File: src/rtl/mem_to_tx.sv
module mem_to_tx #(
    parameter int CLK_FREQ  = 100_000_000,
    parameter int BAUD      = 115200,
    parameter int N_ELEM    = 9,
    parameter     INIT_FILE = ""
) (
    input  logic clk,
    input  logic rst,
    input  logic read_R_mat,
    output logic tx_data
);
    localparam int BIT_CYC = CLK_FREQ / BAUD;
    localparam int CW      = (BIT_CYC > 1) ? $clog2(BIT_CYC) : 1;
    localparam int IW      = (N_ELEM > 1) ? $clog2(N_ELEM) : 1;

    typedef enum logic [2:0] {IDLE, LOAD, START, DATA, STOP} state_t;

    logic [7:0] rom [N_ELEM];

    generate
        for (genvar k = 0; k < N_ELEM; k++) begin : g_rom
            assign rom[k] = 8'(k + 1);
        end
    endgenerate

    state_t        state_q;
    logic          req_q;
    logic          tx_q;
    logic [CW-1:0] cnt_q;
    logic [2:0]    bit_q;
    logic [IW-1:0] idx_q;
    logic [7:0]    sh_q;
    logic          start;
    logic          wrap;

    assign start   = read_R_mat & ~req_q;
    assign wrap    = (cnt_q == CW'(BIT_CYC - 1));
    assign tx_data = tx_q;

    always_ff @(posedge clk or negedge rst) begin
        if (!rst) begin
            state_q <= IDLE;
            req_q   <= 1'b0;
            tx_q    <= 1'b1;
            cnt_q   <= '0;
            bit_q   <= '0;
            idx_q   <= '0;
            sh_q    <= '0;
        end else begin
            req_q <= read_R_mat;

            case (state_q)
                START:   tx_q <= 1'b0;
                DATA:    tx_q <= sh_q[bit_q];
                default: tx_q <= 1'b1;
            endcase

            case (state_q)
                IDLE: begin
                    if (start) begin
                        idx_q   <= '0;
                        state_q <= LOAD;
                    end
                end
                LOAD: begin
                    sh_q    <= rom[idx_q];
                    cnt_q   <= '0;
                    state_q <= START;
                end
                START: begin
                    if (wrap) begin
                        cnt_q   <= '0;
                        bit_q   <= '0;
                        state_q <= DATA;
                    end else begin
                        cnt_q <= cnt_q + 1'b1;
                    end
                end
                DATA: begin
                    if (wrap) begin
                        cnt_q <= '0;
                        if (bit_q == 3'd7) state_q <= STOP;
                        else               bit_q   <= bit_q + 1'b1;
                    end else begin
                        cnt_q <= cnt_q + 1'b1;
                    end
                end
                STOP: begin
                    if (wrap) begin
                        cnt_q <= '0;
                        if (idx_q == IW'(N_ELEM - 1)) begin
                            state_q <= IDLE;
                        end else begin
                            idx_q   <= idx_q + 1'b1;
                            state_q <= LOAD;
                        end
                    end else begin
                        cnt_q <= cnt_q + 1'b1;
                    end
                end
                default: state_q <= IDLE;
            endcase
        end
    end
endmodule

File: config.mk
export PLATFORM = sky130hd
export DESIGN_NAME = mem_to_tx
export DESIGN_NICKNAME = d
export VERILOG_FILES = /design/src/rtl/mem_to_tx.sv
export SDC_FILE = /design/constraint.sdc
export NUM_CORES = 1
export LEC_CHECK = 0
export BUFFER_PORTS_ARGS = -buffer_cell sky130_fd_sc_hd__buf_2
export CAP_MARGIN = 10
export CORE_AREA = 2 2 60 45
export DETAILED_ROUTE_END_ITERATION = 10
export DIE_AREA = 0 0 62 47
export PLACE_DENSITY = 0.81
export SLEW_MARGIN = 0
export SYNTH_ARGS = -nofsm -noshare
export SYNTH_HDL_FRONTEND = slang
export SYNTH_SLANG_ARGS = --single-unit
export TNS_END_PERCENT = 20
File: constraint.sdc
create_clock -name clk -period 2.6 [get_ports clk]
set_clock_uncertainty 0.15 [all_clocks]
set_input_delay 0 -clock clk [delete_from_list [all_inputs] [get_ports clk]]
set_output_delay 0 -clock clk [all_outputs]
set_load 0.02 [all_outputs]
==> out/qor.yml, run 1 <==
run_status:
  status: "complete, no violations"
routing:
  dr.pass1.iters: 4
  drtIter0Drc: 54
  drc: 0
  vias_per_cell: 6.08
  postRouteAntennaNets: 0
  wire_per_inst_um: 14.8
  routed_wl_um: 2720
  via_count: 1118
clocking:
  clk_pin_slew_worst_paths_ns: 0.15
  clock_sinks: 26
  numCtsBuffers: 3
  h-tree-depth: 1
  cts_buffer_depth: 2
  cts_tree: "done"
  clk-insertion-delay-late_ns: 0.33
  cts_root_buf: "clkbuf_4"
timing:
  setup_violations: 0
  worst_slew_pin_slew_ns: 0.556
  finalCritPeriodShare_pct: 78.9
  fmax_mhz: 487
  final.setup.tns_ns: 0
  final_max_slew_viol_count: 0
  rsz0062_at_grt: "false"
  setup_ws_ns: 0.549
  fin_crit_ns: 2.05
  max_slew_margin_pct: 62.7
  final_hold_viol_count: 0
final_layout:
  nNetsFinal: 161
  insertedDiodeCount: 0
  final_layout_size_suffix_gt1_share_pct: 16.0
  mostFrequentLayoutCells: "dfrtp_1, nand2_1, nor2_1, nand3_1"
  area_growth_syn_to_layout_pct: 7.91
  layout_commonest_cell: "dfrtp_1"
  fillers: 189
yosys:
  yosysSeqAreaShare_pct: 44.3
  async_reset_ff_share_pct: 100
  syn-cell-area_um2: 1470
  syn_inst: 144
  ys.flop_type: "dfrtp_1"
  ys_types: 49
  ys_ff_latch: 26
  synth_edf_count: 0
  synth_fp_nets: 154
  syn_area_per_cell_um2: 10.2
  ys_warn_count: 0
power:
  sw_frac_of_total_pct: 32.0
  power_density_nw_per_um2: 747
  leakagePower_nw: 0.709
  combPwrFrac_pct: 22.7
  p_sw_uw: 379
  p_seq_share_pct: 53.9
  internal_power_uw: 806
  power_frac_clock_pct: 23.4
  irDropWorstVdd_mv: 0.571
global_route:
  met3_usage_pct: 4.96
  grt-ovfl-total: 0
  globalRouteMet1Util_pct: 33.4
  grt_busiest_layer: "met2"
  use_met2_pct: 35.2
  grt_pass1_vias: 1021
  antenna_found_initial: 0
  grt_pass1_wl_um: 4740
  grt_max_degree: 27
  gr-usage-all-layers_pct: 22.8
worst_setup_path:
  path_class: "reg -> reg"
  cpPeakStageDelay_ns: 0.56
  crit_chain: "or3b_2 -> o21ai_0 -> and2_1 -> o221a_2"
  cp_slowest_cell: "dfrtp_1"
  start_kind: "flip-flop"
  startpoint: "state_q[0]"
  cp.arrival_ns: 2.17
  required_ns: 2.72
  path_delay_family: "simple AND/OR/NAND/NOR gates"
  worst-path-buf-inv: 0
  setup.worst_path.end_class: "flip-flop"
  r2r_start: "state_q[0]"
  path_max_fanout: 15
die:
  fp.dieW_um: 62
  die_area_um2: 2910
  io_pins: 4
  row_count: 15
  design.core.area_um2: 2350
  initial_core_util_pct: 62.7
  die_h_um: 47
placement:
  port_buffers: 3
  gp_congestion: 0.810
  dp_hpwl_um: 1900
  pre_cts_slack_ns: 0.631
worst_hold_path:
  hold_class: "in -> async"
job:
  drv_cap: 0
## power by group through the flow
stage	sequential [mW]	combinational, mW	clock, mW
2_1_floorplan	0.607	0.228	0
4_1_cts	0.634	0.272	0.285
3_5_place_dp	0.641	0.267	0
6_report	0.638	0.269	0.277
5_1_grt	0.659	0.303	0.303
3_3_place_gp	0.636	0.260	0
## metrics by stage
step	instance area [um^2]	cells	power (mW)	util (%)	hold slack, ns
5_1_grt	1590	184	1.26	67.6	0.0845
2_1_floorplan	1470	144	0.835	-	-0.446
3_5_place_dp	1510	178	0.909	64.5	-0.122
3_3_place_gp	1510	178	0.896	64.5	-0.134
4_1_cts	1590	184	1.19	67.6	0.0401
6_report	1590	184	1.18	67.6	0.0258
## cell families (layout without fill, tap and decap cells)
kind of cell | after synthesis | in the layout | synth area share (%)
XOR/XNOR | 4 | 4 | 2.38
AND/OR/NAND/NOR | 63 | 63 | 26.3
adder cells (fa/ha/maj) | 7 | 7 | 5.96
AO/OA/AOI/OAI | 30 | 30 | 15.0
multiplexers | 3 | 3 | 3.06
buffers and inverters | 11 | 17 | 2.98
flip-flops | 26 | 26 | 44.3
## flip-flops by register name, indices dropped and copies added, names as in the netlist
signal	cells
bit_q	3
cnt_q	10
idx_q	4
tx_data	1
req_q	1
sh_q	4
state_q	3
## worst paths after layout
kind,endpoint,slack (ns),depth (start not counted)
max in group asynchronous,cnt_q[0],1.89,2
max reg2reg,state_q[0],0.55,4
min,sh_q[3],0.03,2
min in group clk,req_q,0.19,2
min reg2reg,sh_q[0],0.40,1
max,state_q[0],0.55,4
## worst register-to-register path, stage by stage, from the launching register on
cell and delay, ns:
dfrtp_1 0.56, or3b_2 0.57, o21ai_0 0.21, and2_1 0.30, o221a_2 0.22
## cells in the mapped netlist (3+ instances only)
cell type  number  area, um^2
a22o_1          5        43.8
a31o_2          3        26.3
dfrtp_1        25         626
ha_1            7        87.6
inv_1           8        30.0
nand2_1        11        41.3
nand3_1         9        45.0
nand4_1         4        25.0
nor2_1          9        33.8
nor2b_1         3        18.8
nor3_1          8        40.0
o21ai_0         5        25.0
## metal layers
metal  vias up  share of wire [%]
met2        18                 45
met4         0                1.1
met1       542                 51
met5         -                  0
met3         4                3.2
li1        554                  -
## area by class of cell
| class | count | area, um^2 | area share (%) |
|---|---|---|---|
| Tap cell | 34 | 42.5 | 2.68 |
| Sequential cell | 26 | 652 | 41.1 |
| Clock inverter | 1 | 30.0 | 1.89 |
| Timing Repair Buffer | 5 | 35.0 | 2.21 |
| Clock buffer | 3 | 22.5 | 1.42 |
| Multi-Input combinational cell | 107 | 774 | 48.8 |
| Inverter | 8 | 30.0 | 1.89 |
## what timing repair did
| item | CTS | global route |
|---|---|---|
| hold buffers | 2 | 0 |
| endpoints found under the hold margin | 27 | 0 |
| resized for setup | 0 | 0 |
| setup buffers | 0 | 0 |
Power figures use the tool's default switching activity.
==> inputs of run 2 (changes only) <==
--- a/config.mk
+++ b/config.mk
@@ -7,10 +7,10 @@
 export LEC_CHECK = 0
 export BUFFER_PORTS_ARGS = -buffer_cell sky130_fd_sc_hd__buf_2
 export CAP_MARGIN = 10
-export CORE_AREA = 2 2 60 45
+export CORE_AREA = 2 2 63 47
 export DETAILED_ROUTE_END_ITERATION = 10
-export DIE_AREA = 0 0 62 47
-export PLACE_DENSITY = 0.81
+export DIE_AREA = 0 0 65 49
+export PLACE_DENSITY = 0.74
 export SLEW_MARGIN = 0
 export SYNTH_ARGS = -nofsm -noshare
 export SYNTH_HDL_FRONTEND = slang
==> constraint.sdc (replaced) <==
create_clock -name clk -period 2.1 [get_ports clk]
set_clock_uncertainty 0.15 [all_clocks]
set_input_delay 0 -clock clk [delete_from_list [all_inputs] [get_ports clk]]
set_output_delay 0 -clock clk [all_outputs]
set_load 0.02 [all_outputs]
==> run 2 against run 1 <==
Fmax increased by 3.8%. Total power grew 31%. Count of clock-buffer cells in the layout is the same. Flip-flop and latch count unchanged. Worst hold slack improved by 0.072 ns. Routed wire length increased by 5.2%. Sequential power up 21%. Clock power increased by 47%. Largest cell class unchanged. Largest power group unchanged.
==> out/qor.yml, run 2 (same netlist as run 1, synthesis figures left out) <==
run_status:
  status: "complete, no violations"
clocking:
  h-tree-depth: 1
  clock_sinks: 26
  cts_tree: "done"
  clk-insertion-delay-late_ns: 0.27
  numCtsBuffers: 3
  cts_root_buf: "clkbuf_8"
  clk_pin_slew_worst_paths_ns: 0.09
  cts_buffer_depth: 2
placement:
  gp_congestion: 0.835
  pre_cts_slack_ns: 0.187
  dp_hpwl_um: 2110
  port_buffers: 3
timing:
  final.setup.tns_ns: 0
  finalCritPeriodShare_pct: 94.1
  fmax_mhz: 506
  final_max_slew_viol_count: 0
  fin_crit_ns: 1.98
  setup_violations: 0
  final_hold_viol_count: 0
  rsz0062_at_grt: "false"
  max_slew_margin_pct: 62.7
  setup_ws_ns: 0.124
  worst_slew_pin_slew_ns: 0.560
final_layout:
  largest_register_ffs: 10
  largest_register: "cnt_q"
  insertedDiodeCount: 0
  mostFrequentLayoutCells: "dfrtp_1, nand2_1, nor2_1, nand3_1"
  top_regs: "cnt_q: 10 flops, idx_q: 4 flops, sh_q: 4 flops"
  area_growth_syn_to_layout_pct: 12.4
  fillers: 207
  layout_commonest_cell: "dfrtp_1"
  final_layout_size_suffix_gt1_share_pct: 19.2
  nNetsFinal: 167
routing:
  via_count: 1168
  drtIter0Drc: 56
  postRouteAntennaNets: 0
  dr.pass1.iters: 4
  vias_per_cell: 6.08
  drc: 0
  routed_wl_um: 2870
  wire_per_inst_um: 14.9
global_route:
  grt-ovfl-total: 0
  antenna_found_initial: 0
  gr-usage-all-layers_pct: 21.2
  grt_max_degree: 27
  grt_pass1_vias: 1136
  grt_pass1_wl_um: 5220
die:
  die_h_um: 49
  fp.dieW_um: 65
  die_area_um2: 3190
  io_pins: 4
  row_count: 16
  design.core.area_um2: 2620
  initial_core_util_pct: 56.1
worst_hold_path:
  hold_class: "in -> async"
job:
  drv_cap: 0
worst_setup_path:
  path_class: "reg -> reg"
  setup.worst_path.end_class: "flip-flop"
  worst-path-buf-inv: 0
  path_max_fanout: 8
  start_kind: "flip-flop"
  crit_chain: "or3b_2 -> o21ai_0 -> and2_1 -> o221a_2"
  required_ns: 2.16
  cpPeakStageDelay_ns: 0.56
  cp.arrival_ns: 2.03
  path_delay_family: "simple AND/OR/NAND/NOR gates"
  cp_slowest_cell: "or3b_2"
power:
  power_density_nw_per_um2: 937
  irDropWorstVdd_mv: 0.577
  leakagePower_nw: 0.746
run 2: per-stage QoR:
stage | cell area (um^2) | power, mW | hold slack (ns) | instances | utilization (%)
after floorplan | 1470 | 1.03 | -0.446 | 144 | -
after global placement | 1560 | 1.13 | -0.122 | 186 | 59.5
after detailed placement | 1560 | 1.15 | -0.124 | 186 | 59.5
after CTS | 1650 | 1.57 | 0.117 | 192 | 63.0
after global routing | 1650 | 1.66 | 0.141 | 192 | 63.0
final | 1650 | 1.55 | 0.0976 | 192 | 63.0
run 2: report_power, final:
part           switching (mW)  internal (mW)  leakage [nW]  total (mW)
Clock                   0.153          0.255        0.0357       0.408
Sequential              0.149          0.622         0.328       0.771
Combinational           0.173          0.196         0.382       0.369
run 2: cell type report:
| cell class | instances | area [um^2] | area share (%) |
|---|---|---|---|
| clock inverter | 1 | 30.0 | 1.82 |
| multi-input combinational | 107 | 774 | 46.9 |
| tap | 36 | 45.0 | 2.73 |
| inverter | 8 | 30.0 | 1.82 |
| clock buffer | 3 | 41.3 | 2.50 |
| sequential | 26 | 652 | 39.4 |
| timing repair buffer | 11 | 80.1 | 4.84 |
run 2: worst reg2reg max path: cells and delay by family (launching register included):
kind | cells | cell delay (ns)
flip-flops | 1 | 0.47
AO/OA/AOI/OAI | 2 | 0.45
AND/OR/NAND/NOR | 2 | 0.85
run 2: final timing paths:
| kind | startpoint | to | slack (ns) | cells after the start |
|---|---|---|---|---|
| min in group clk | read_R_mat | req_q | 0.24 | 2 |
| max in group asynchronous | rst | cnt_q[0] | 1.33 | 2 |
| hold reg to reg | sh_q[3] | sh_q[3] | 0.39 | 2 |
| setup / recovery | state_q[1] | state_q[0] | 0.12 | 4 |
| setup reg to reg | state_q[1] | state_q[0] | 0.12 | 4 |
| hold / removal | rst | sh_q[1] | 0.1 | 2 |
run 2: what timing repair did:
action                     CTS  global route
setup endpoints to repair    0             0
hold buffers                 2             0
setup buffers                0             0
resized for setup            0             0
hold endpoints to repair    27             0
run 2: per-layer routing:
metal  up-vias  GRT usage [%]  part of all wire, %
li1        568              -                    -
met1       560           30.2                   48
met2        34           32.5                   45
met3         6           5.08                  5.0
met4         0           6.03                  1.9
met5         -              0                    0
==> inputs of run 3 (changes only) <==
--- a/config.mk
+++ b/config.mk
@@ -11,6 +11,7 @@
 export DETAILED_ROUTE_END_ITERATION = 10
 export DIE_AREA = 0 0 65 49
 export PLACE_DENSITY = 0.74
+export RECOVER_POWER = 100
 export SLEW_MARGIN = 0
 export SYNTH_ARGS = -nofsm -noshare
 export SYNTH_HDL_FRONTEND = slang
==> run 3 against run 2 <==
Critical endpoint unchanged. Largest cell class unchanged. Fmax grew 0.86%. Cell count did not move. Clock power is essentially flat.
==> out/qor.yml, run 3 (same netlist as run 1, synthesis figures left out) <==
run_status:
  status: "complete, no violations"
timing:
  setup_violations: 0
  timing.hold.ws_ns: 0.247
  rsz0062_at_grt: "false"
  fmax_mhz: 511
  max_slew_margin_pct: 10.6
  fin_crit_ns: 1.96
  finalCritPeriodShare_pct: 93.3
  final_hold_viol_count: 0
  final_max_slew_viol_count: 0
  worst_slew_pin_slew_ns: 1.34
  final.setup.tns_ns: 0
  setup_ws_ns: 0.141
worst_setup_path:
  crit_chain: "or3b_2 -> o21ai_0 -> and2_1 -> o221a_2"
  start_kind: "flip-flop"
  required_ns: 2.16
  path_max_fanout: 8
  cp.arrival_ns: 2.02
  setup.worst_path.end_class: "flip-flop"
  cp_slowest_cell: "or3b_2"
  path_class: "reg -> reg"
  cpPeakStageDelay_ns: 0.55
clocking:
  cts_buffer_depth: 2
  clk-insertion-delay-late_ns: 0.27
  h-tree-depth: 1
  clock_sinks: 26
  clk_pin_slew_worst_paths_ns: 0.08
  cts_tree: "done"
  numCtsBuffers: 3
  cts.repair.resized: 0
  cts_root_buf: "clkbuf_8"
global_route:
  gr-usage-all-layers_pct: 21.2
  grt_max_degree: 27
  grt_pass1_vias: 1136
  antenna_found_initial: 0
  grt_pass1_wl_um: 5220
  grt-ovfl-total: 0
final_layout:
  nNetsFinal: 167
  layout_commonest_cell: "dfrtp_1"
  mostFrequentLayoutCells: "dfrtp_1, nand2_1, nor2_1, nand3_1"
  largest_register: "cnt_q"
  insertedDiodeCount: 0
  design_area_um2: 1630
  largest_register_ffs: 10
  area_growth_syn_to_layout_pct: 11.1
  top_regs: "cnt_q: 10 flops, idx_q: 4 flops, sh_q: 4 flops"
  final_layout_size_suffix_gt1_share_pct: 15.4
die:
  io_pins: 4
  initial_core_util_pct: 56.1
  die_area_um2: 3190
  row_count: 16
  die_h_um: 49
  design.core.area_um2: 2620
  fp.dieW_um: 65
routing:
  drtIter0Drc: 64
  drc: 0
  dr.pass1.iters: 4
  postRouteAntennaNets: 0
  routed_wl_um: 2870
  vias_per_cell: 6.07
  via_count: 1166
  wire_per_inst_um: 15.0
worst_hold_path:
  hold_class: "in -> reg"
placement:
  placed_area_um2: 1560
  gp_congestion: 0.835
  port_buffers: 3
  dp_hpwl_um: 2110
  pre_cts_slack_ns: 0.187
power:
  irDropWorstVdd_mv: 0.578
  power_density_nw_per_um2: 943
  leakagePower_nw: 0.727
job:
  drv_cap: 0
run 3: stage by stage:
stage	cells	total power, mW	util (%)
2_1_floorplan	144	1.03	-
3_3_place_gp	186	1.13	59.5
3_5_place_dp	186	1.15	59.5
4_1_cts	192	1.57	63.0
5_1_grt	192	1.65	62.3
6_report	192	1.54	62.3
run 3: area by class of cell:
class / count / area, um^2
clock buffers: 3 / 41.3
inverters: 8 / 30.0
flip-flops and latches: 26 / 652
multi-input cells: 107 / 769
fillers: 214 / 988
repair buffers: 11 / 66.3
well taps: 36 / 45.0
clock inverters: 1 / 30.0
run 3: what timing repair did:
item	4_1_cts	5_1_grt
hold buffers	2	0
hold endpoints to repair	27	0
buffers inserted	0	0
run 3: routing by layer:
metal  routed length [um]  global-route usage [%]
met1                 1380                    30.2
met2                 1300                    32.5
met3                  139                    5.08
met4                   54                    6.03
met5                    0                       0
run 3: worst paths after layout:
path	from	cells after the start	slack [ns]	end
max	state_q[1]	4	0.14	state_q[0]
min	read_R_mat	2	0.25	req_q
max reg2reg	state_q[1]	4	0.14	state_q[0]
min reg2reg	sh_q[3]	2	0.39	sh_q[3]
max in group asynchronous	rst	2	0.61	cnt_q[0]
min in group asynchronous	rst	2	0.40	sh_q[1]
run 3: where the power goes:
group          switching [mW]  internal [mW]
clock                   0.153          0.255
combinational           0.175          0.185
sequential              0.150          0.622
total                   0.478           1.06
run 3: worst max-delay path, delay by kind of cell (launching register included):
kind,cells,cell delay [ns]
AND/OR/NAND/NOR,2,0.84
AO/OA/AOI/OAI,2,0.44
flip-flops,1,0.47
